<file path="src/rtl/io_bus_arbiter_pkg.sv">
// Shared definitions for the two-master device I/O bus arbiter:
// default bus widths, default wait-state count and the sequencer states.
package io_bus_arbiter_pkg;

    localparam int IO_BUS_WIDTH_ADDR  = 32;
    localparam int IO_BUS_WIDTH_DATA  = 32;
    localparam int IO_BUS_WIDTH_CTRL  = 3;
    localparam int IO_BUS_WAIT_CYCLES = 1;

    // Wait-state counter width; covers WAIT_CYCLES up to 15.
    localparam int CNT_W       = 4;
    localparam int NUM_MASTERS = 2;

    typedef enum logic [1:0] {
        ST_IDLE   = 2'd0,
        ST_ACCESS = 2'd1,
        ST_DONE   = 2'd2
    } bus_state_e;

endpackage

</file>
<file path="src/rtl/io_bus_arbiter_rr_arbiter2.sv">
// Combinational two-way request picker. With both masters requesting the
// winner is the master that did not win last time, unless fixed priority
// is selected, in which case master 0 always wins the tie.
module rr_arbiter2 (
    input  logic [1:0] req,
    input  logic       last,
    input  logic       fixed,
    output logic       winner
);

    // Pick the winner; with no request the output is a don't-care held at 0.
    always_comb begin
        winner = 1'b0;
        if (req == 2'b11) begin
            winner = fixed ? 1'b0 : ~last;
        end else if (req == 2'b10) begin
            winner = 1'b1;
        end
    end

endmodule

</file>
<file path="src/rtl/io_bus_arbiter.sv">
// Two-master arbiter and transaction sequencer for the device I/O bus.
// Each grant becomes one bus access of WAIT_CYCLES+1 cycles followed by a
// single-cycle acknowledge (with registered read data) to the owning master.
module io_bus_arbiter
    import io_bus_arbiter_pkg::*;
#(
    parameter int ADDR_W      = IO_BUS_WIDTH_ADDR,
    parameter int DATA_W      = IO_BUS_WIDTH_DATA,
    parameter int CTRL_W      = IO_BUS_WIDTH_CTRL,
    parameter int WAIT_CYCLES = IO_BUS_WAIT_CYCLES,
    parameter int FIXED_PRIO  = 0
) (
    input  logic              clk,
    input  logic              rst,

    input  logic              m0_req,
    input  logic [ADDR_W-1:0] m0_addr,
    input  logic [CTRL_W-1:0] m0_ctrl,
    input  logic              m0_we,
    input  logic [DATA_W-1:0] m0_wd,
    output logic              m0_ack,
    output logic [DATA_W-1:0] m0_rd,

    input  logic              m1_req,
    input  logic [ADDR_W-1:0] m1_addr,
    input  logic [CTRL_W-1:0] m1_ctrl,
    input  logic              m1_we,
    input  logic [DATA_W-1:0] m1_wd,
    output logic              m1_ack,
    output logic [DATA_W-1:0] m1_rd,

    output logic [ADDR_W-1:0] bus_addr,
    output logic [CTRL_W-1:0] bus_ctrl,
    output logic [DATA_W-1:0] bus_wd,
    output logic              bus_we,
    input  logic [DATA_W-1:0] bus_rd,

    output logic              owner
);

    localparam logic FIXED_BIT = (FIXED_PRIO != 0);

    // Master request fields gathered into arrays indexed by master number.
    logic [NUM_MASTERS-1:0] req_vec;
    logic [NUM_MASTERS-1:0] we_vec;
    logic [ADDR_W-1:0]      addr_arr [NUM_MASTERS];
    logic [CTRL_W-1:0]      ctrl_arr [NUM_MASTERS];
    logic [DATA_W-1:0]      wd_arr   [NUM_MASTERS];
    logic [NUM_MASTERS-1:0] ack_vec;
    logic [DATA_W-1:0]      rd_arr   [NUM_MASTERS];

    assign req_vec     = {m1_req, m0_req};
    assign we_vec      = {m1_we, m0_we};
    assign addr_arr[0] = m0_addr;
    assign addr_arr[1] = m1_addr;
    assign ctrl_arr[0] = m0_ctrl;
    assign ctrl_arr[1] = m1_ctrl;
    assign wd_arr[0]   = m0_wd;
    assign wd_arr[1]   = m1_wd;

    bus_state_e        state_reg, state_next;
    logic [CNT_W-1:0]  cnt_reg, cnt_next;
    logic              sel_reg, sel_next;
    logic              owner_reg, owner_next;
    logic [DATA_W-1:0] rd_reg, rd_next;
    logic              winner;
    logic              in_access;
    logic              last_access;

    rr_arbiter2 u_pick (
        .req    (req_vec),
        .last   (owner_reg),
        .fixed  (FIXED_BIT),
        .winner (winner)
    );

    // State, counter, selection and read-data registers.
    always_ff @(posedge clk) begin
        if (rst) begin
            state_reg <= ST_IDLE;
            cnt_reg   <= '0;
            sel_reg   <= 1'b0;
            owner_reg <= 1'b1;
            rd_reg    <= '0;
        end else begin
            state_reg <= state_next;
            cnt_reg   <= cnt_next;
            sel_reg   <= sel_next;
            owner_reg <= owner_next;
            rd_reg    <= rd_next;
        end
    end

    // Next-state logic: grant in IDLE, count wait states in ACCESS,
    // capture read data on the last ACCESS cycle, ack for one cycle in DONE.
    always_comb begin
        state_next = state_reg;
        cnt_next   = cnt_reg;
        sel_next   = sel_reg;
        owner_next = owner_reg;
        rd_next    = rd_reg;
        case (state_reg)
            ST_IDLE: begin
                if (|req_vec) begin
                    sel_next   = winner;
                    owner_next = winner;
                    cnt_next   = CNT_W'(WAIT_CYCLES);
                    state_next = ST_ACCESS;
                end
            end
            ST_ACCESS: begin
                if (cnt_reg != '0) begin
                    cnt_next = cnt_reg - 1'b1;
                end else begin
                    rd_next    = bus_rd;
                    state_next = ST_DONE;
                end
            end
            ST_DONE: begin
                state_next = ST_IDLE;
            end
            default: begin
                state_next = ST_IDLE;
            end
        endcase
    end

    assign in_access   = (state_reg == ST_ACCESS);
    assign last_access = in_access && (cnt_reg == '0);

    // Bus drive: selected master's fields during ACCESS, zero otherwise.
    // The write strobe fires once, on the final ACCESS cycle, and never
    // while reset is asserted.
    always_comb begin
        bus_addr = '0;
        bus_ctrl = '0;
        bus_wd   = '0;
        if (in_access) begin
            bus_addr = addr_arr[sel_reg];
            bus_ctrl = ctrl_arr[sel_reg];
            bus_wd   = wd_arr[sel_reg];
        end
    end

    assign bus_we = last_access && we_vec[sel_reg] && !rst;

    // Per-master acknowledge and read data, live only in the DONE cycle.
    genvar gi;
    generate
        for (gi = 0; gi < NUM_MASTERS; gi++) begin : g_master
            assign ack_vec[gi] = (state_reg == ST_DONE) && (sel_reg == 1'(gi)) && !rst;
            assign rd_arr[gi]  = ack_vec[gi] ? rd_reg : '0;
        end
    endgenerate

    assign m0_ack = ack_vec[0];
    assign m1_ack = ack_vec[1];
    assign m0_rd  = rd_arr[0];
    assign m1_rd  = rd_arr[1];
    assign owner  = owner_reg;

endmodule

</file>
<file path="config.mk">
export PLATFORM = sky130hd
export DESIGN_NAME = io_bus_arbiter
export DESIGN_NICKNAME = d
export VERILOG_FILES = /design/src/rtl/io_bus_arbiter_pkg.sv /design/src/rtl/io_bus_arbiter_rr_arbiter2.sv /design/src/rtl/io_bus_arbiter.sv
export SDC_FILE = /design/constraint.sdc
export NUM_CORES = 1
export LEC_CHECK = 0
export BUFFER_PORTS_ARGS = -buffer_cell sky130_fd_sc_hd__buf_4
export CAP_MARGIN = 20
export CORE_AREA = 2 2 118 120
export DETAILED_ROUTE_END_ITERATION = 6
export DIE_AREA = 0 0 120 122
export PLACE_DENSITY_LB_ADDON = 0.15
export SLEW_MARGIN = 40
export SYNTH_ARGS = -nofsm -noshare
export SYNTH_HDL_FRONTEND = slang
export SYNTH_SLANG_ARGS = --single-unit
</file>
<file path="constraint.sdc">
create_clock -name clk -period 1.8 [get_ports clk]
set_input_delay 0.45 -clock clk [delete_from_list [all_inputs] [get_ports clk]]
set_output_delay 0.45 -clock clk [all_outputs]
set_load 0.02 [all_outputs]
</file>
==> results of run 1 <==
## Yosys cell counts (2+ instances only)
cell type,number,area share
a21oi_1,4,0.0061
and2_1,64,0.12
buf_2,12,0.018
buf_6,3,0.010
clkbuf_1,17,0.019
dfxtp_1,40,0.24
ha_1,2,0.0076
inv_1,3,0.0034
mux2i_1,100,0.30
nand2_1,2,0.0023
nand2b_1,65,0.12
nor2_1,70,0.080
nor2b_1,2,0.0038
o21ai_0,3,0.0046
or4_1,2,0.0046
## per-stage QoR
step	cell area (sq um)	std cells	util	hold WS [ps]	setup TNS, ps
floorplan	3370	407	-	452	-178
global placement	5890	873	0.436	466	-129
detailed placement	5890	873	0.436	472	-704
CTS	6380	884	0.472	386	-11230
global route	6760	900	0.501	400	-17930
finish	6760	900	0.501	401	-9520
## power breakdown
part / internal [mW] / total, mW / leakage, nW / switching, mW
Clock: 0.730 / 1.08 / 0.0881 / 0.349
Combinational: 0.938 / 1.74 / 2.69 / 0.798
Sequential: 0.971 / 1.04 / 0.328 / 0.0708
Total: 2.64 / 3.86 / 3.11 / 1.22
## layout make-up
type / count / area share
tap: 180 / 0.0333
clock inverter: 1 / 0.00444
multi-input combinational: 331 / 0.375
timing repair buffer: 338 / 0.443
inverter: 3 / 0.00167
clock buffer: 6 / 0.0222
sequential: 40 / 0.120
antenna: 1 / 0.000370
## routing by layer
layer,track usage,up-vias,share of wire
met3,0.0557,8,0.083
met2,0.320,165,0.54
li1,-,1961,-
met5,0,-,0
met1,0.172,1799,0.37
met4,0.0463,0,0.010
## repair_timing
item	4_1_cts	5_1_grt
setup buffers	3	5
gates cloned	1	10
setup endpoints to repair	134	134
pin swaps	3	4
gates resized for setup	68	28
hold endpoints to repair	0	0
## kinds of logic (layout without fill, tap and decap cells)
family / after synthesis / count (layout) / synth area share
buffers and inverters: 36 / 348 / 0.0536
multiplexers: 100 / 100 / 0.304
flip-flops: 40 / 40 / 0.243
AND/OR/NAND/NOR: 217 / 217 / 0.369
AO/OA/AOI/OAI: 12 / 12 / 0.0228
other: 0 / 1 / 0
adder cells (fa/ha/maj): 2 / 2 / 0.00760
## worst max path at each step
stage | startpoint | to | slack [ps] | cells past startpoint
6_report | state_reg[0] | m0_rd[30] | -130 | 4
4_1_cts | sel_reg | bus_wd[9] | -160 | 4
5_1_grt | state_reg[0] | m0_rd[17] | -190 | 4
2_1_floorplan | rst | m1_rd[12] | -10 | 4
3_3_place_gp | rst | m1_rd[27] | -10 | 5
3_5_place_dp | rst | m1_rd[11] | -30 | 5
## worst max-delay path, stage by stage, from the launching register on
cell	delay (ps)
dfxtp_4	370
nor4b_4	330
buf_12	200
and2_1	150
buf_4	140
==> key figures, run 1 <==
Logic synthesis
  – Syn avg cell area: just over 8 sq um
  – Synth Warn #: 0
  – Synth async-reset ratio: 0
  – Gate count of the mapped netlist: 407
  – Yosys reg bits: 40
  – Mapped Nets: 581
  – Post-synthesis cell type count: 33
  – Ys flop type: dfxtp_1
  – Number of synthesized flops with an enable pin: 0
  – Netlist Area Pre-Place: between 0.003 and 0.004 sq mm
  – Post-synthesis sequential area ratio: 0.243

Placed design
  – Final HPWL DP: 10400 um
  – Port Buffers: 306
  – Routability cong.: 0.824
  – Dpl ws: -33.2 ps

Floorplan
  – Initial Utilization: 0.244
  – Die Height: between 100 and 150 um
  – Die width: 120 um
  – Die area: 0.0146 sq mm
  – Total core area: ~0.014 sq mm
  – # rows: 43
  – IO Count: approximately 300

Timing
  – Final setup margin: -129 ps
  – Fin. max-slew vios: 0
  – Worst-Margin Slew: 380 ps
  – RSZ-0062 raised after global routing: true
  – Max Clk Rate: 518 MHz
  – Slew margin rel.: 0.747
  – Final Cycle Share: 1.07
  – Endpoints failing hold: 0
  – Post-layout minimum cycle time: between 1500 and 2000 ps
  – Setup-failing EPs final: 131
  – Max Clock Skew: 2.38 ps

CTS
  – Post-CTS Hold Buffers: 0
  – H-tree depth: 2
  – Clock transition at path regs: 60 ps
  – Clock Latency Late Sink: 280 ps
  – Sink Count: 40
  – Clock buffer depth: 2
  – Total CTS buffers: 5
  – Root Driver: clkbuf_16
  – CTS tree: done

Run
  – Max Cap Viol: 0

Power
  – Worst vdd ir: around 0.27 mV
  – Leakage Power: 3.11 nW
  – Pwr/cell area: around 570 mW/mm^2
  – Pwr Total: 3.86 mW

Worst setup path
  – Flop2flop setup slack: 300 ps
  – Worst Path Max Fanout: 33
  – Setup CP Type: reg -> out
  – Reg2Reg Depth: 5
  – R2R Path End: cnt_reg[1]
  – RR Startpoint: cnt_reg[0]
  – WP data required: approximately 1400 ps
  – Crit path DAT: 1480 ps
  – Critical Path End Type: primary output
  – Crit path launch type: flip-flop

Drt
  – 1st-iter DRT viols: ~180
  – Vias: between 3k and 4k
  – Via density: 4.37
  – Final wirelength: roughly 14000 um
  – Antenna-violating nets left: 0
  – Remaining DRCs: 0
  – Avg WL per Cell: 15.4 um
  – Pre-antenna DRT Iters: 4

Hold path
  – Min-Delay Path Class: in -> reg
  – Min-delay src: rst
  – Hold Path Cell Cnt: 2
  – Hold EP: state_reg[1]

Outcome
  – Status: complete, but fails checks
  – Failing checks: setup timing

Global route
  – Vias in the first global route: ~3.8k
  – Initial antenna violation count: 1
  – Tot GR Track Use: 0.167
  – Global-route wire length before repair: 19300 um
  – Largest net degree at the start of global routing: 57
  – Grt total ovfl: 0

Finish
  – Share of layout cells above drive strength 1: 0.574
  – Nets: a little under 900
  – Area of the multi-input gates: 0.00254 sq mm
  – Most frequent cells in the layout: buf_4 (263), mux2i_1 (90), nor2_1 (70)
  – Max reg flops: 32
  – # fillers: 1304
  – Sequential cell area: 811 sq um
  – Commonest non-fill, non-tap cell in the layout: buf_4
  – Area Overhead vs Synth: 105%
No activity file was read; power rests on OpenSTA's default activity.
==> run 2, diff against run 1 <==
- ABC_AREA: not set -> 1
==> key figures, run 2 <==
Outcome
  – Status: complete, but fails checks
  – Failing checks: setup timing

Timing
  – Slew margin rel.: 0.738
  – Endpoints failing hold: 0
  – RSZ-0062 raised after global routing: true
  – Max Clock Skew: ~1.9 ps
  – Fin. max-slew vios: 0
  – Max Clk Rate: 522 MHz
  – Setup TNS: -7390 ps
  – Worst-Margin Slew: 394 ps
  – Final setup margin: -115 ps
  – Final Cycle Share: 1.06
  – Post-layout minimum cycle time: about 1900 ps
  – Setup-failing EPs final: between 100 and 150

Worst setup path
  – WP buf/inv: 4
  – Critical Path Max Stage Delay: 340 ps
  – Worst Path Max Fanout: 16
  – Critical-path cell list: inv_2 > nor2_2 > nand2_2 > nor2_4 > buf_12 > inv_12 > nor2_1 > buf_4
  – Setup CP Type: reg -> out
  – Critical-path top delay cell: dfxtp_2
  – Crit path launch type: flip-flop
  – Cell class contributing the biggest share of worst-path delay: buffers and inverters
  – WP data required: 1350 ps
  – Crit path DAT: 1470 ps
  – Critical Path End Type: primary output

Floorplan
  – Die Height: about 120 um
  – Initial Utilization: 0.206
  – Die area: around 0.015 sq mm
  – # rows: 43
  – IO Count: 307
  – Total core area: around 0.014 sq mm
  – Die width: 120 um

Logic synthesis
  – Mapped Nets: between 600 and 700
  – Synth async-reset ratio: 0
  – Number of synthesized flops with an enable pin: 0
  – Syn avg cell area: 5.69 sq um
  – Netlist Area Pre-Place: 0.00278 sq mm
  – Simple logic cell fraction of the synthesized area: 0.324
  – Gate count of the mapped netlist: between 400 and 500
  – Share of the synthesized area in the top cell type: 0.288
  – Main combinational cell family by area after synthesis: simple AND/OR/NAND/NOR gates
  – Most numerous cell in the Yosys netlist: nand2_1
  – Multiplexer share of the synthesized area: 0
  – Post-synthesis cell type count: 21
  – Post-synthesis sequential area ratio: 0.288
  – Synth cell count leaders: nand2_1 (144), a21oi_1 (103), nor2_1 (74)
  – Post-Synth Adder-Cell Area: 0.00899
  – Compound-cell area share of the yosys netlist: 0.246
  – Post-synthesis xor/xnor area fraction: 0
  – Yosys reg bits: 40
  – Synth Warn #: 0
  – Ys flop type: dfxtp_1
  – Cell taking the most area after synthesis: dfxtp_1
  – Area contributors post-synth: dfxtp_1 (29%), nand2_1 (19%), a21oi_1 (19%)

Drt
  – Avg WL per Cell: between 15 and 20 um
  – 1st-iter DRT viols: around 170
  – Remaining DRCs: 0
  – Via density: 4.51
  – Final wirelength: 15700 um
  – Antenna-violating nets left: 0
  – Pre-antenna DRT Iters: 4
  – Vias: ~4.5k

CTS
  – H-tree depth: 2
  – Clock Latency Late Sink: 280 ps
  – Clock transition at path regs: approximately 60 ps
  – CTS tree: done
  – Sink Count: 40
  – Clock buffer depth: 2
  – Post-CTS Hold Buffers: 0
  – Total CTS buffers: 5
  – Root Driver: clkbuf_16

Placed design
  – Dpl ws: -67.9 ps
  – Final HPWL DP: 10000 um
  – Routability cong.: 0.819
  – Port Buffers: about 300

Global route
  – Tot GR Track Use: 0.187
  – Initial antenna violation count: 0
  – Global-route wire length before repair: 21700 um
  – Grt total ovfl: 0
  – Largest net degree at the start of global routing: 45
  – Vias in the first global route: 4229

Finish
  – Nets: between 900 and 1k
  – Diode count: 0
  – Share of layout cells above drive strength 1: 0.596
  – Commonest non-fill, non-tap cell in the layout: buf_4
  – Max reg flops: 32
  – Area Overhead vs Synth: 143%
  – Most frequent cells in the layout: buf_4 (261), nand2_1 (129), buf_6 (68)

Power
  – Pwr Total: 4.45 mW
  – Pwr/cell area: 657 mW/mm^2
  – Leakage Power: 3.08 nW
  – Worst vdd ir: approximately 0.37 mV

Hold path
  – Min-Delay Path Class: in -> reg

Run
  – Max Cap Viol: 0
-- run 2: changes by cell type after synthesis, sizes merged, moves of 3 or more --
cell and change:
clkbuf -3, and2 -63, nand3 +7, buf +8, nor2 +6, nand2 +143, nand2b -66, inv +38
o21ai +31, a21oi +99, mux2i -100
-- run 2: cell type report --
type / instances / area (sq um)
Sequential cell: 40 / 807
Fill cell: 1300 / 6730
Inverter: 41 / 186
Multi-Input combinational cell: 370 / 2140
Tap cell: 180 / 225
Timing Repair Buffer: 350 / 3220
Timing Repair inverter: 2 / 27.5
Clock buffer: 6 / 129
Clock inverter: 2 / 35.0
-- run 2: final timing paths --
check / start / end / slack (ps) / cells past startpoint
max: state_reg[1] / m0_rd[6] / -120 / 8
min: bus_rd[22] / rd_reg[22] / 440 / 3
max reg2reg: cnt_reg[0] / rd_reg[12] / 330 / 6
min reg2reg: cnt_reg[1] / cnt_reg[1] / 480 / 2
-- run 2: power by group --
| part | switching (mW) | internal, mW |
|---|---|---|
| logic | 1.29 | 1.07 |
| clock network | 0.342 | 0.652 |
| registers | 0.0549 | 1.04 |
| total | 1.68 | 2.76 |
-- run 2: repair_timing --
item / in CTS / in global routing
cloned: 10 / 5
resized for setup: 102 / 151
setup buffers: 13 / 7
pin swaps: 10 / 15
endpoints found under the setup margin: 132 / 134
-- run 2: tightest hold or removal path, stage by stage --
cell and delay [ps]:
buf_4 80, o21ai_1 50, a21oi_1 100
-- run 2: per-stage QoR --
step | util | area, sq um | instances | hold WS, ps
floorplan | - | 2780 | 489 | 450
finish | 0.501 | 6770 | 991 | 437
CTS | 0.455 | 6150 | 984 | 434
global route | 0.501 | 6770 | 991 | 442
detailed placement | 0.389 | 5250 | 953 | 467
global placement | 0.389 | 5250 | 953 | 467
-- run 2: cells by family (layout without fill, tap and decap cells) --
group,count (synthesis),count (layout)
simple gates,231,231
compound gates,137,137
buf+inv,79,401
flops,40,40
fa+ha+maj,2,2
-- run 2: routing by layer --
metal	wire (um)	GRT usage
met2	8380	0.350
met5	0	0
met1	5560	0.204
met3	1360	0.0595
met4	376	0.0500
==> run 3, diff against run 2 <==
--- a/config.mk
+++ b/config.mk
@@ -9,7 +9,7 @@
 export BUFFER_PORTS_ARGS = -buffer_cell sky130_fd_sc_hd__buf_4
 export CAP_MARGIN = 20
-export CORE_AREA = 2 2 118 120
+export CORE_AREA = 2 2 120 122
 export DETAILED_ROUTE_END_ITERATION = 6
-export DIE_AREA = 0 0 120 122
+export DIE_AREA = 0 0 122 124
 export PLACE_DENSITY_LB_ADDON = 0.15
 export SLEW_MARGIN = 40
==> constraint.sdc (replaced) <==
create_clock -name clk -period 1.8 [get_ports clk]
set_input_delay 0.45 -clock clk [delete_from_list [all_inputs] [get_ports clk]]
set_output_delay 0.45 -clock clk [all_outputs]
set_load 0.1 [all_outputs]
==> key figures, run 3 (synthesis gave the netlist of run 2 again) <==
Worst setup path
  – Crit path top cell by count: nor2_4
  – Critical Path Max Stage Delay: between 300 and 400 ps
  – WP buf/inv: 4
  – R2R Path End: rd_reg[24]
  – Cell class contributing the biggest share of worst-path delay: buffers and inverters
  – Setup CP Type: reg -> out
  – Crit path DAT: 1540 ps
  – WP depth: 8
  – Critical-path cell list: inv_2 > nor2_4 > nand2_4 > nor2_4 > inv_6 > buf_12 > nor2_4 > buf_12
  – Crit path launch type: flip-flop
  – Critical-path top delay cell: dfxtp_2
  – WP data required: 1350 ps
  – Worst Path Max Fanout: 8
  – Reg2Reg Depth: 8
  – Flop2flop setup slack: around 270 ps
  – Critical Path End Type: primary output
  – RR Startpoint: state_reg[1]

Drt
  – Final wirelength: 17000 um
  – Vias: 4561
  – 1st-iter DRT viols: 194
  – Via density: 4.62
  – Antenna-violating nets left: 0
  – Pre-antenna DRT Iters: 5
  – Remaining DRCs: 0
  – Avg WL per Cell: 17.2 um

Global route
  – Grt total ovfl: 0
  – Vias in the first global route: a little under 5k
  – Largest net degree at the start of global routing: 66
  – Global-route wire length before repair: 25100 um
  – Tot GR Track Use: 0.210
  – Initial antenna violation count: 0

CTS
  – Root Driver: clkbuf_16
  – H-tree depth: 2
  – Clock Latency Late Sink: 280 ps
  – Clock buffer depth: 2
  – Clock transition at path regs: ~60 ps
  – CTS tree: done
  – Sink Count: 40
  – Total CTS buffers: 5
  – Post-CTS Hold Buffers: 0

Finish
  – Most frequent cells in the layout: buf_4 (183), buf_12 (144), nand2_1 (114)
  – Nets: 982
  – Commonest non-fill, non-tap cell in the layout: buf_4
  – Max reg flops: 32
  – Area Overhead vs Synth: 226%
  – Diode count: 0
  – Share of layout cells above drive strength 1: 0.660

Timing
  – Final Cycle Share: 1.10
  – Slew margin rel.: 0.724
  – Max Clock Skew: about 4 ps
  – Endpoints failing hold: 0
  – Post-layout minimum cycle time: 1990 ps
  – Final setup margin: -188 ps
  – RSZ-0062 raised after global routing: true
  – Worst-Margin Slew: 414 ps
  – Fin. max-slew vios: 0
  – Setup TNS: -17110 ps
  – Setup-failing EPs final: 132
  – Max Clk Rate: about 500 MHz

Hold path
  – Min-Delay Path Class: in -> reg
  – Min-delay src: bus_rd[19]
  – Hold EP: rd_reg[19]
  – Hold Path Cell Cnt: 3

Power
  – Pwr Total: 6.64 mW
  – Worst vdd ir: 0.479 mV
  – Leakage Power: 3.53 nW
  – Pwr/cell area: ~730 mW/mm^2

Placed design
  – Port Buffers: 306
  – Routability cong.: 0.784
  – Final HPWL DP: 11500 um
  – Dpl ws: -130 ps

Run
  – Max Cap Viol: 0

Floorplan
  – # rows: 43
  – Die width: between 100 and 150 um
  – IO Count: 307
  – Initial Utilization: 0.203
  – Die area: 0.0151 sq mm
  – Die Height: approximately 120 um
  – Total core area: approximately 0.014 sq mm

Outcome
  – Status: complete, but fails checks
  – Failing checks: setup timing
-- run 3: changes by cell type in the layout (fill, tap and decap cells not counted), sizes merged --
cell    change
bufbuf      -1
nand2       +1
clkinv      -1
clkbuf      -1
inv         -2
bufinv      +1
-- run 3: timing repair --
action | 4_1_cts | 5_1_grt
gates resized for setup | 401 | 26
setup endpoints to repair | 134 | 152
setup buffers | 5 | 1
gates cloned | 2 | 6
pin swaps | 9 | 7
endpoints found under the hold margin | 0 | 0
-- run 3: layout make-up --
type,instances,area [sq um]
Timing Repair Buffer,349,4660
Fill cell,1003,4650
Multi-Input combinational cell,371,3010
Sequential cell,40,810
Tap cell,180,225
Inverter,41,181
Clock buffer,5,125
Clock inverter,2,60.1
-- run 3: metal layers --
metal | wire (um) | GRT usage | up-vias
li1 | - | - | 2191
met1 | 5790 | 0.221 | 2129
met2 | 9250 | 0.392 | 201
met3 | 1320 | 0.0600 | 40
met4 | 618 | 0.0826 | 0
met5 | 0 | 0 | -
-- run 3: worst max path at each step --
stage	from	endpoint	slack [ps]
after floorplan	rst	m0_rd[10]	-600
after global placement	rst	m0_rd[10]	-120
after detailed placement	rst	m1_rd[21]	-130
after CTS	state_reg[1]	m1_rd[12]	-190
after global routing	state_reg[1]	m1_rd[15]	-270
final	state_reg[1]	m1_rd[15]	-190
-- run 3: where the power goes --
| group | total, mW | switching (mW) | leakage (nW) | internal (mW) |
|---|---|---|---|---|
| clock | 1.13 | 0.344 | 0.0899 | 0.786 |
| sequential | 1.09 | 0.0557 | 0.330 | 1.04 |
| combinational | 4.42 | 2.82 | 3.11 | 1.59 |
-- run 3: per-stage QoR --
stage / instance area (sq um) / std cells / hold WS, ps / util
floorplan: 4260 / 489 / 456 / -
global placement: 6880 / 967 / 476 / 0.502
detailed placement: 6880 / 967 / 485 / 0.502
CTS: 8820 / 981 / 430 / 0.643
global route: 9070 / 988 / 444 / 0.661
finish: 9070 / 988 / 438 / 0.661
-- run 3: worst register-to-register path: cells and delay by family (launching register included) --
kind                   cells  cell delay (ps)
buffers and inverters      4              600
DFF                        1              330
AOI/OAI and AO/OA          2              320
and+or+nand+nor            2              210
